==> src/rtl/dec_pwm_if.sv <==
// rtl/dec_pwm_if.sv - pulse input and active-low result handshake bundle for dec_pwm
interface dec_pwm_if;
    logic       in;
    logic       rfd;
    logic       dav_;
    logic [7:0] data;
    logic       ovf;
    logic       lost;

    modport master (output in, rfd, input dav_, data, ovf, lost);
    modport slave  (input in, rfd, output dav_, data, ovf, lost);
endinterface

==> src/rtl/dec_pwm.sv <==
// rtl/dec_pwm.sv - pulse-length decoder with saturating count and active-low handshake
module dec_pwm (
    input  logic     clock,
    input  logic     reset_,
    dec_pwm_if.slave bus
);
    typedef enum logic [2:0] {
        ARM  = 3'd0,
        IDLE = 3'd1,
        MEAS = 3'd2,
        HS1  = 3'd3,
        HS2  = 3'd4
    } state_t;

    state_t     state_q, state_d;
    logic [7:0] cnt_q, cnt_d;
    logic [7:0] data_q, data_d;
    logic       ovfr_q, ovfr_d;
    logic       ovf_q, ovf_d;
    logic       dav_q, dav_d;
    logic       lost_q, lost_d;
    logic       in_q, in_d;
    logic       busy;

    always_ff @(posedge clock or posedge reset_) begin
        if (reset_) begin
            state_q <= ARM;
        end else begin
            state_q <= state_d;
        end
    end

    always_comb begin
        state_d = state_q;
        case (state_q)
            ARM:     if (!bus.in) state_d = IDLE;
            IDLE:    if (bus.in)  state_d = MEAS;
            MEAS:    if (!bus.in) state_d = HS1;
            HS1:     if (!bus.rfd) state_d = HS2;
            HS2:     if (bus.rfd) state_d = ARM;
            default: state_d = ARM;
        endcase
    end

    assign busy = (state_q == ARM) || (state_q == HS1) || (state_q == HS2);

    always_comb begin
        cnt_d  = cnt_q;
        ovfr_d = ovfr_q;
        data_d = data_q;
        ovf_d  = ovf_q;
        dav_d  = dav_q;
        lost_d = 1'b0;
        in_d   = bus.in;
        case (state_q)
            IDLE: begin
                if (bus.in) begin
                    cnt_d  = 8'd1;
                    ovfr_d = 1'b0;
                end
            end
            MEAS: begin
                if (bus.in) begin
                    if (cnt_q == 8'd255) ovfr_d = 1'b1;
                    else                 cnt_d  = cnt_q + 8'd1;
                end else begin
                    data_d = cnt_q;
                    ovf_d  = ovfr_q;
                    dav_d  = 1'b0;
                end
            end
            HS1: begin
                if (!bus.rfd) dav_d = 1'b1;
            end
            default: ;
        endcase
        // A rise seen while busy is flagged but never measured; ARM swallows its tail.
        if (busy && bus.in && !in_q) lost_d = 1'b1;
    end

    // in_q resets high so a pulse already present at reset release is not a rise.
    always_ff @(posedge clock or posedge reset_) begin
        if (reset_) begin
            cnt_q  <= 8'd0;
            ovfr_q <= 1'b0;
            data_q <= 8'd0;
            ovf_q  <= 1'b0;
            dav_q  <= 1'b1;
            lost_q <= 1'b0;
            in_q   <= 1'b1;
        end else begin
            cnt_q  <= cnt_d;
            ovfr_q <= ovfr_d;
            data_q <= data_d;
            ovf_q  <= ovf_d;
            dav_q  <= dav_d;
            lost_q <= lost_d;
            in_q   <= in_d;
        end
    end

    assign bus.dav_ = dav_q;
    assign bus.data = data_q;
    assign bus.ovf  = ovf_q;
    assign bus.lost = lost_q;
endmodule

==> src/flat_wrapper.sv <==
// flat-port wrapper written by rule: the top's interface ports become plain ports
module dec_pwm_flat 
  (clock, reset_, bus_in, bus_rfd, bus_dav_, bus_data, bus_ovf, bus_lost);
  dec_pwm_if bus_i ();
  input  logic clock;
  input  logic reset_;
  input wire logic [$bits(bus_i.in)-1:0] bus_in;
  input wire logic [$bits(bus_i.rfd)-1:0] bus_rfd;
  output wire logic [$bits(bus_i.dav_)-1:0] bus_dav_;
  output wire logic [$bits(bus_i.data)-1:0] bus_data;
  output wire logic [$bits(bus_i.ovf)-1:0] bus_ovf;
  output wire logic [$bits(bus_i.lost)-1:0] bus_lost;
  assign bus_i.in = bus_in;
  assign bus_i.rfd = bus_rfd;
  assign bus_dav_ = bus_i.dav_;
  assign bus_data = bus_i.data;
  assign bus_ovf = bus_i.ovf;
  assign bus_lost = bus_i.lost;
  dec_pwm u_core (.clock(clock), .reset_(reset_), .bus(bus_i));
endmodule
==> config.mk <==
export PLATFORM = sky130hd
export DESIGN_NAME = dec_pwm_flat
export DESIGN_NICKNAME = d
export VERILOG_FILES = /design/src/rtl/dec_pwm_if.sv /design/src/rtl/dec_pwm.sv /design/src/flat_wrapper.sv
export SDC_FILE = /design/constraint.sdc
export NUM_CORES = 1
export LEC_CHECK = 0
export ABC_AREA = 1
export ABC_CLOCK_PERIOD_IN_PS = 2750
export CELL_PAD_IN_SITES_DETAIL_PLACEMENT = 0
export CELL_PAD_IN_SITES_GLOBAL_PLACEMENT = 1
export CORE_MARGIN = 3
export CORE_UTILIZATION = 46
export CTS_BUF_LIST = sky130_fd_sc_hd__clkbuf_4
export CTS_CLUSTER_DIAMETER = 40
export DETAILED_ROUTE_END_ITERATION = 6
export PLACE_DENSITY_LB_ADDON = 0.1
export SLEW_MARGIN = 20
export SYNTH_ARGS = -nofsm -noshare
export SYNTH_HDL_FRONTEND = slang
export SYNTH_SLANG_ARGS = --single-unit
==> constraint.sdc <==
create_clock -name clock -period 2.75 [get_ports clock]
set_input_delay 0.55 -clock clock [delete_from_list [all_inputs] [get_ports clock]]
set_output_delay 0.55 -clock clock [all_outputs]
set_load 0.005 [all_outputs]
== Word level (Yosys, flattened, before mapping) ==
Cells that the tools add are included.

* Flip-flop bits (word level): 24
* Output and inout port bits: 11
* Input port bits: 4
* Logic and storage cells: 54

* Mux-type cells: 18
* Equality and inequality tests: 13
* Add/sub/neg operators: 1
* Reduce and logical (&&, ||, !) cells: 13
* Bitwise gates (word level): 1

{| class="wikitable"
|+ Operators with widths
! cell !! count
|-
| $mux W8 || 3
|-
| $pmux W8 S2 || 1
|-
| $mux W3 || 5
|-
| $pmux W3 S5 || 1
|-
| $ne A2 B2 Y1 const B || 7
|-
| $add A8 B1 Y8 const B || 1
|-
| $eq A8 B8 Y1 const B || 1
|-
| $reduce_and A4 Y1 || 2
|-
| $eq A3 B2 Y1 const B || 2
|-
| $mux W1 || 6
|-
| $reduce_and A5 Y1 || 1
|-
| $pmux W1 S2 || 2
|-
| $reduce_bool A2 Y1 || 2
|-
| $eq A3 B1 Y1 const B || 1
|-
| $eq A3 B3 Y1 const B || 1
|-
| $logic_not A3 Y1 || 1
|-
| $reduce_and A3 Y1 || 1
|-
| $logic_and A1 B1 Y1 || 2
|-
| $logic_or A1 B1 Y1 || 2
|-
| $ne A2 B1 Y1 const B || 1
|-
| $reduce_and A2 Y1 || 1
|-
| $logic_not A1 Y1 || 1
|-
| $not A1 Y1 || 1
|}

== Longest topological paths before layout ==
Gate-level depths: netlist (run 1).

* Depth in word-level cells: 6
* Mapped depth: 8
* Depth with buffers taken out: 8

== Worst setup path before layout (run 1) ==
OpenSTA, ideal clock, no wires.

* Path type: register to register
* From: register u_core.cnt_q[0]
* To: register u_core.ovfr_q
* Data arrival time: 1148 ps
* Buffers on the path: 0
* Period minus slack after synthesis: 1264 ps
* Slack: 1486 ps
* Stages on the path, launching flop included: 9
* Path through: dfrtp_1 -> ha_1 -> nand2_1 -> nor2_1 -> nand3_4 -> nand2_1 -> nand2_1 -> nand2_1 -> nand2_1

* Longest elaborated chain between the ends: 3

{| class="wikitable"
|+ RTL lines
! what !! RTL line !! source
|-
| from (decl) || dec_pwm.sv:16 || <nowiki>logic [7:0] cnt_q, cnt_d;</nowiki>
|-
| from (signal assigned) || dec_pwm.sv:92 || <nowiki>cnt_q <= cnt_d;</nowiki>
|-
| $eq A8 B8 Y1 || dec_pwm.sv:64 || <nowiki>if (cnt_q == 8'd255) ovfr_d = 1'b1;</nowiki>
|-
| $ne A2 B1 Y1 (no line) || n/a ||
|-
| $reduce_and A4 Y1 (no line) || n/a ||
|-
| to (signal assigned) || dec_pwm.sv:93 || <nowiki>ovfr_q <= ovfr_d;</nowiki>
|-
| to (decl) || dec_pwm.sv:18 || <nowiki>logic ovfr_q, ovfr_d;</nowiki>
|}

No other way between the ends.
A chain may end at the register's enable or synchronous reset.

== Worst setup path after layout (run 1) ==
* From: register u_core.dav_q, in the netlist u_core.bus.dav_
* To: output port bus_dav_

{| class="wikitable"
|+ RTL lines
! what !! RTL line !! source
|-
| from (decl) || dec_pwm.sv:20 || <nowiki>logic dav_q, dav_d;</nowiki>
|-
| from (signal assigned) || dec_pwm.sv:96 || <nowiki>dav_q <= dav_d;</nowiki>
|-
| to (decl) || flat_wrapper.sv:9 || <nowiki>output wire logic [$bits(bus_i.dav_)-1:0] bus_dav_;</nowiki>
|}

No word-level cell between the ends.

==> results of run 1 <==
==> through the flow <==
stage               total power, mW  utilization (%)  instance area, um^2  hold slack [ns]  std cells
CTS                            1.10             59.7                 1400            0.478        186
floorplan                     0.807                -                 1200            0.442        141
global placement              0.940             58.6                 1370            0.458        182
finish                         1.09             59.7                 1400            0.476        186
detailed placement            0.944             58.6                 1370            0.459        182
global route                   1.19             59.7                 1400            0.500        186
==> power by group through the flow <==
stage	combinational, mW	sequential (mW)	clock [mW]
2_1_floorplan	0.299	0.508	0
3_3_place_gp	0.418	0.522	0
3_5_place_dp	0.423	0.520	0
4_1_cts	0.425	0.513	0.163
5_1_grt	0.484	0.527	0.182
6_report	0.420	0.512	0.160
==> state kept, by name, indices dropped and copies added (netlist names) <==
signal	count
u_core.bus.lost	1
u_core.bus.dav_	1
u_core.state_q	3
u_core.in_q	1
u_core.cnt_q	8
u_core.ovfr_q	1
u_core.bus.data	8
u_core.bus.ovf	1
==> area by class of cell <==
type                            count  area (um^2)  area share [%]
Tap cell                           28         35.0            2.51
Multi-Input combinational cell     99          526            37.6
Inverter                           16         60.1            4.30
Sequential cell                    24          603            43.2
Timing Repair Buffer               15          148            10.6
Clock inverter                      1         3.75           0.269
Clock buffer                        3         22.5            1.61
==> how the worst min path moves through the flow <==
stage / to / start / slack, ns
after floorplan: u_core.ovfr_q / u_core.ovfr_q / 0.44
after CTS: u_core.bus.dav_ / u_core.bus.dav_ / 0.48
after global routing: u_core.bus.dav_ / u_core.bus.dav_ / 0.50
after detailed placement: u_core.bus.dav_ / u_core.bus.dav_ / 0.46
final: u_core.bus.dav_ / u_core.bus.dav_ / 0.48
after global placement: u_core.bus.dav_ / u_core.bus.dav_ / 0.46
==> synth_stat cells (2+ instances only) <==
cell type  count
nand3_4        2
inv_1         15
nand2_1       50
nand3_1       10
nand4_1        2
dfrtp_1       22
o21ai_2        8
o21ai_0        8
nor2_1         6
dfstp_2        2
==> routing by layer <==
layer / up-vias / global-route usage (%)
met5: - / 0
li1: 486 / -
met1: 408 / 22.4
met4: 0 / 5.96
met2: 16 / 23.5
met3: 2 / 2.04
==> kinds of logic (layout without fill, tap and decap cells) <==
| logic type | count (synthesis) | after routing |
|---|---|---|
| xor+xnor | 2 | 2 |
| fa+ha+maj | 1 | 1 |
| flops | 24 | 24 |
| buf+inv | 18 | 35 |
| compound gates | 21 | 21 |
| simple gates | 75 | 75 |
==> metrics.csv, run 1 <==
stage,metric,value,unit
die,core-area,2340,um^2
sta,setup_viol,0,
place,pre_cts_ws,0.824,ns
sta,timing.fmax,0.528,GHz
global_routing,grt_pass1_vias,875,
sta,skew,0.0127,ns
critical_path,crit_family,flip-flops,
yosys,postSynthNetCount,146,
yosys,synth_top_family_by_area,simple AND/OR/NAND/NOR gates,
cells_and_area,fill_cells,225,
pwr,p_int,0.666,mW
yosys,ys_ff_latch,24,
pwr,power.density,781,nW/um^2
yosys,yosysSeqAreaShare,50.1,%
global_routing,grt.total_usage,15.5,%
sta,post-route-period-util,68.8,%
critical_path,critPathRequiredTime,2.20,ns
sta,timing.final.max_slew_violations,0,
yosys,synth_edf_count,0,
clock_tree,cts_resized,0,
global_routing,grt_pass1_wl,3970,um
sta,worst_pin_slew,0.312,ns
yosys,netlist_area,1200,um^2
route,ant_nets,0,
cells_and_area,final_cell_mix,"nand2_1 (50), dfrtp_1 (22), inv_1 (15), clkdlybuf4s50_1 (14), nand3_1 (10)",
critical_path,r2r_slack,1.30,ns
min_path,holdPathStages,2,
die,initial_utilization,51.5,%
critical_path,r2r_end,u_core.cnt_q[2],
route,dr_wl_met2,905,um
pwr,comb_power_share,38.5,%
critical_path,cp_num_buf_inv,1,
die,die_h,57.2,um
route,post_drt_wl_per_cell,11.7,um
clock_tree,cts_buffer_depth,2,
die,dieArea,3270,um^2
sta,finalHoldViolations,0,
place,dp_hpwl,1620,um
critical_path,critPathMaxStageDelay,0.55,ns
cells_and_area,fin_nets,164,
sta,setup_tns,0,ns
yosys,synth_xor_area_share,1.45,%
critical_path,r2r_cells,7,
cells_and_area,antennaDiodeCount,0,
cells_and_area,drive_above_1_share,13.9,%
route,wl_met3,90,um
critical_path,critPathLaunch,u_core.bus.dav_,
yosys,avgSynthCellArea,8.55,um^2
critical_path,crit_path_cell_trace,clkdlybuf4s50_1,
run_status,status,"complete, no violations",
die,ioPinCount,15,
pwr,sw_frac_of_total,39.0,%
clock_tree,post-cts-setup-buffer-count,0,
route,remaining_drc_errors,0,
place,port_buffers,14,
pwr,ir_drop,516,uV
route,routed_via_density,4.90,
place,gp_congestion,0.749,
yosys,synthCells,141,
sta,min_period,1.89,ns
sta,slew_headroom,79.1,%
critical_path,crit_end,bus_dav_,
cells_and_area,syn2layout_area_growth,16.0,%
route,vias,912,
clock_tree,clkTransAtPathRegs,0.12,ns
route,drt-met1-wl,1170,um
clock_tree,cts_made_buffers,3,
sta,fin_ws,0.857,ns
critical_path,crit_cells,1,
yosys,async_flop_share,100,%
pwr,power_frac_seq,46.9,%
route,firstDrtPassIters,6,
critical_path,cp-end-kind,output port,
die,fp.dieW,57.2,um
min_path,hp-class,reg2reg,
critical_path,critPathMaxFanout,2,
critical_path,worstSetupPathType,reg2out,
sta,rsz0062_at_grt,false,
pwr,switching_power,0.426,mW
route,drt_iter0_drc,45,
yosys,synthMuxAreaShare,0,%
job,cap_violations,0,
critical_path,reg2reg_from,u_core.cnt_q[1],
yosys,ys_types,26,
critical_path,slowest_stage,dfstp_2,
clock_tree,cts-htree-levels,1,
yosys,ys_warn_count,0,
pwr,leakagePower,0.664,nW
yosys,synthAdderAreaFrac,1.04,%
cells_and_area,layout_commonest_cell,nand2_1,
yosys,synth_top_area_share,45.7,%
clock_tree,root_buffer,clkbuf_4,
global_routing,grt_max_degree,25,
clock_tree,cts.sinks,24,
yosys,synth_compound_area_share,11.8,%
clock_tree,clkLatencyLatePin,0.32,ns
pwr,p_clk_share,14.7,%
critical_path,crit_arrival,1.34,ns
global_routing,overflow,0,
yosys,synth_area_leaders,"dfrtp_1 (46%), nand2_1 (16%), o21ai_2 (5.8%), inv_1 (4.7%), dfstp_2 (4.4%)",
clock_tree,holdBufCountCts,0,
global_routing,antenna_found_initial,0,
critical_path,critPathLaunchType,flip-flop,
clock_tree,cts_tree,yes,
yosys,synth_top_area_cell,dfrtp_1,
route,top_layer,met4,
yosys,ys.flop_type,dfrtp_1,
route,drt_wl_total,2180,um
yosys,yosys.area_share.simple,29.3,%
die,num_rows,17,
(Power assumes the default switching activity.)
==> run 2: changes to the inputs <==
- ABC_CLOCK_PERIOD_IN_PS: 2750 -> 1900
- CORE_UTILIZATION: 46 -> 42
- clock period: 2.75 -> 1.9 ns (I/O delays scaled with it)
==> metrics.csv, run 2 (synthesis results as in run 1) <==
stage,metric,value,unit
clock_tree,cts_tree,yes,
critical_path,r2r_slack,0.47,ns
route,firstDrtPassIters,4,
clock_tree,clkLatencyLatePin,0.31,ns
cells_and_area,fin_util,54.5,%
place,port_buffers,14,
route,ant_nets,0,
global_routing,overflow,0,
clock_tree,cts_buffer_depth,2,
place,pre_cts_ws,0.386,ns
die,core-area,2590,um^2
sta,slew_headroom,79.1,%
cells_and_area,final_cell_mix,"nand2_1 (50), dfrtp_1 (22), inv_1 (15), clkdlybuf4s50_1 (14), nand3_1 (10)",
sta,post-route-period-util,90.3,%
critical_path,crit_family,flip-flops,
place,dp_hpwl,1650,um
sta,worst_pin_slew,0.313,ns
critical_path,critPathLaunchType,flip-flop,
cells_and_area,drive_above_1_share,15.1,%
route,remaining_drc_errors,0,
critical_path,critPathRequiredTime,1.52,ns
sta,fin_ws,0.185,ns
global_routing,grt.total_usage,14.4,%
critical_path,worstSetupPathType,reg2out,
cells_and_area,instances_no_fill,189,
die,dieArea,3550,um^2
clock_tree,cts_made_buffers,3,
clock_tree,cts-htree-levels,1,
run_status,status,"complete, no violations",
clock_tree,cts_resized,0,
global_routing,antenna_found_initial,0,
route,drt_iter0_drc,37,
cells_and_area,final_cell_area,1410,um^2
die,ioPinCount,15,
global_routing,grt_pass1_vias,801,
route,drt_wl_total,2180,um
critical_path,crit_end,bus_dav_,
sta,whs,0.398,ns
sta,timing.final.max_slew_violations,0,
pwr,power.density,1130,nW/um^2
critical_path,critPathLaunch,u_core.bus.dav_,
sta,setup_viol,0,
cells_and_area,layout_commonest_cell,nand2_1,
clock_tree,clkTransAtPathRegs,0.13,ns
pwr,ir_drop,907,uV
place,gp_congestion,0.821,
sta,rsz0062_at_grt,false,
sta,skew,0.0111,ns
die,initial_utilization,46.5,%
job,cap_violations,0,
place,post-place-cells,185,
global_routing,grt_pass1_wl,3800,um
pwr,leakagePower,0.672,nW
critical_path,r2r_cells,8,
die,fp.dieW,59.6,um
cells_and_area,syn2layout_area_growth,17.1,%
critical_path,critPathMaxStageDelay,0.54,ns
critical_path,crit_arrival,1.34,ns
clock_tree,root_buffer,clkbuf_4,
route,post_drt_wl_per_cell,11.6,um
critical_path,crit_path_cell_trace,clkdlybuf4s50_1,
die,num_rows,18,
critical_path,r2r_end,u_core.ovfr_q,
min_path,hp-class,in2async,
clock_tree,cts.sinks,24,
global_routing,grt_max_degree,25,
place,place_area,1380,um^2
pwr,total_power,1.59,mW
route,routed_via_density,5.02,
critical_path,cp_num_buf_inv,1,
sta,finalHoldViolations,0,
cells_and_area,antennaDiodeCount,0,
die,die_h,59.6,um
route,vias,949,
clock_tree,post-cts-setup-buffer-count,0,
cells_and_area,fin_nets,165,
sta,timing.fmax,0.583,GHz
sta,setup_tns,0,ns
sta,min_period,1.72,ns
critical_path,critPathMaxFanout,2,
clock_tree,holdBufCountCts,0,
critical_path,crit_cells,1,
critical_path,cp-end-kind,output port,
critical_path,reg2reg_from,u_core.cnt_q[1],
critical_path,slowest_stage,dfstp_2,
## run 2: cell types whose count changed in the layout (fill, tap and decap cells not counted), sizes merged
cell / previous run / this run
clkbuf: 3 / 4
clkinv: 1 / 0
buf: 1 / 2
## run 2: routing by layer
metal	track usage, %	part of all wire, %	up-vias
met1	21.3	51	438
met2	19.8	43	16
met3	2.61	4.4	4
met5	0	0	-
met4	7.59	1.8	0
li1	-	-	491
## run 2: worst min path at each step
stage | end | slack, ns | cells past startpoint
3_3_place_gp | u_core.ovfr_q | 0.46 | 2
3_5_place_dp | u_core.bus.dav_ | 0.45 | 2
6_report | u_core.cnt_q[6] | 0.40 | 3
4_1_cts | u_core.bus.data[4] | 0.40 | 3
5_1_grt | u_core.bus.data[4] | 0.43 | 3
2_1_floorplan | u_core.in_q | 0.38 | 0
## run 2: power breakdown
group / total, mW / switching, mW / internal, mW
clock network: 0.242 / 0.145 / 0.0963
logic: 0.599 / 0.344 / 0.255
registers: 0.749 / 0.116 / 0.633
## run 2: cell type report
cell class / instances / area (um^2)
fillers: 247 / 1180
well taps: 30 / 37.5
repair buffers: 16 / 155
inverters: 16 / 60.1
multi-input cells: 99 / 526
flip-flops and latches: 24 / 603
clock buffers: 4 / 30.0
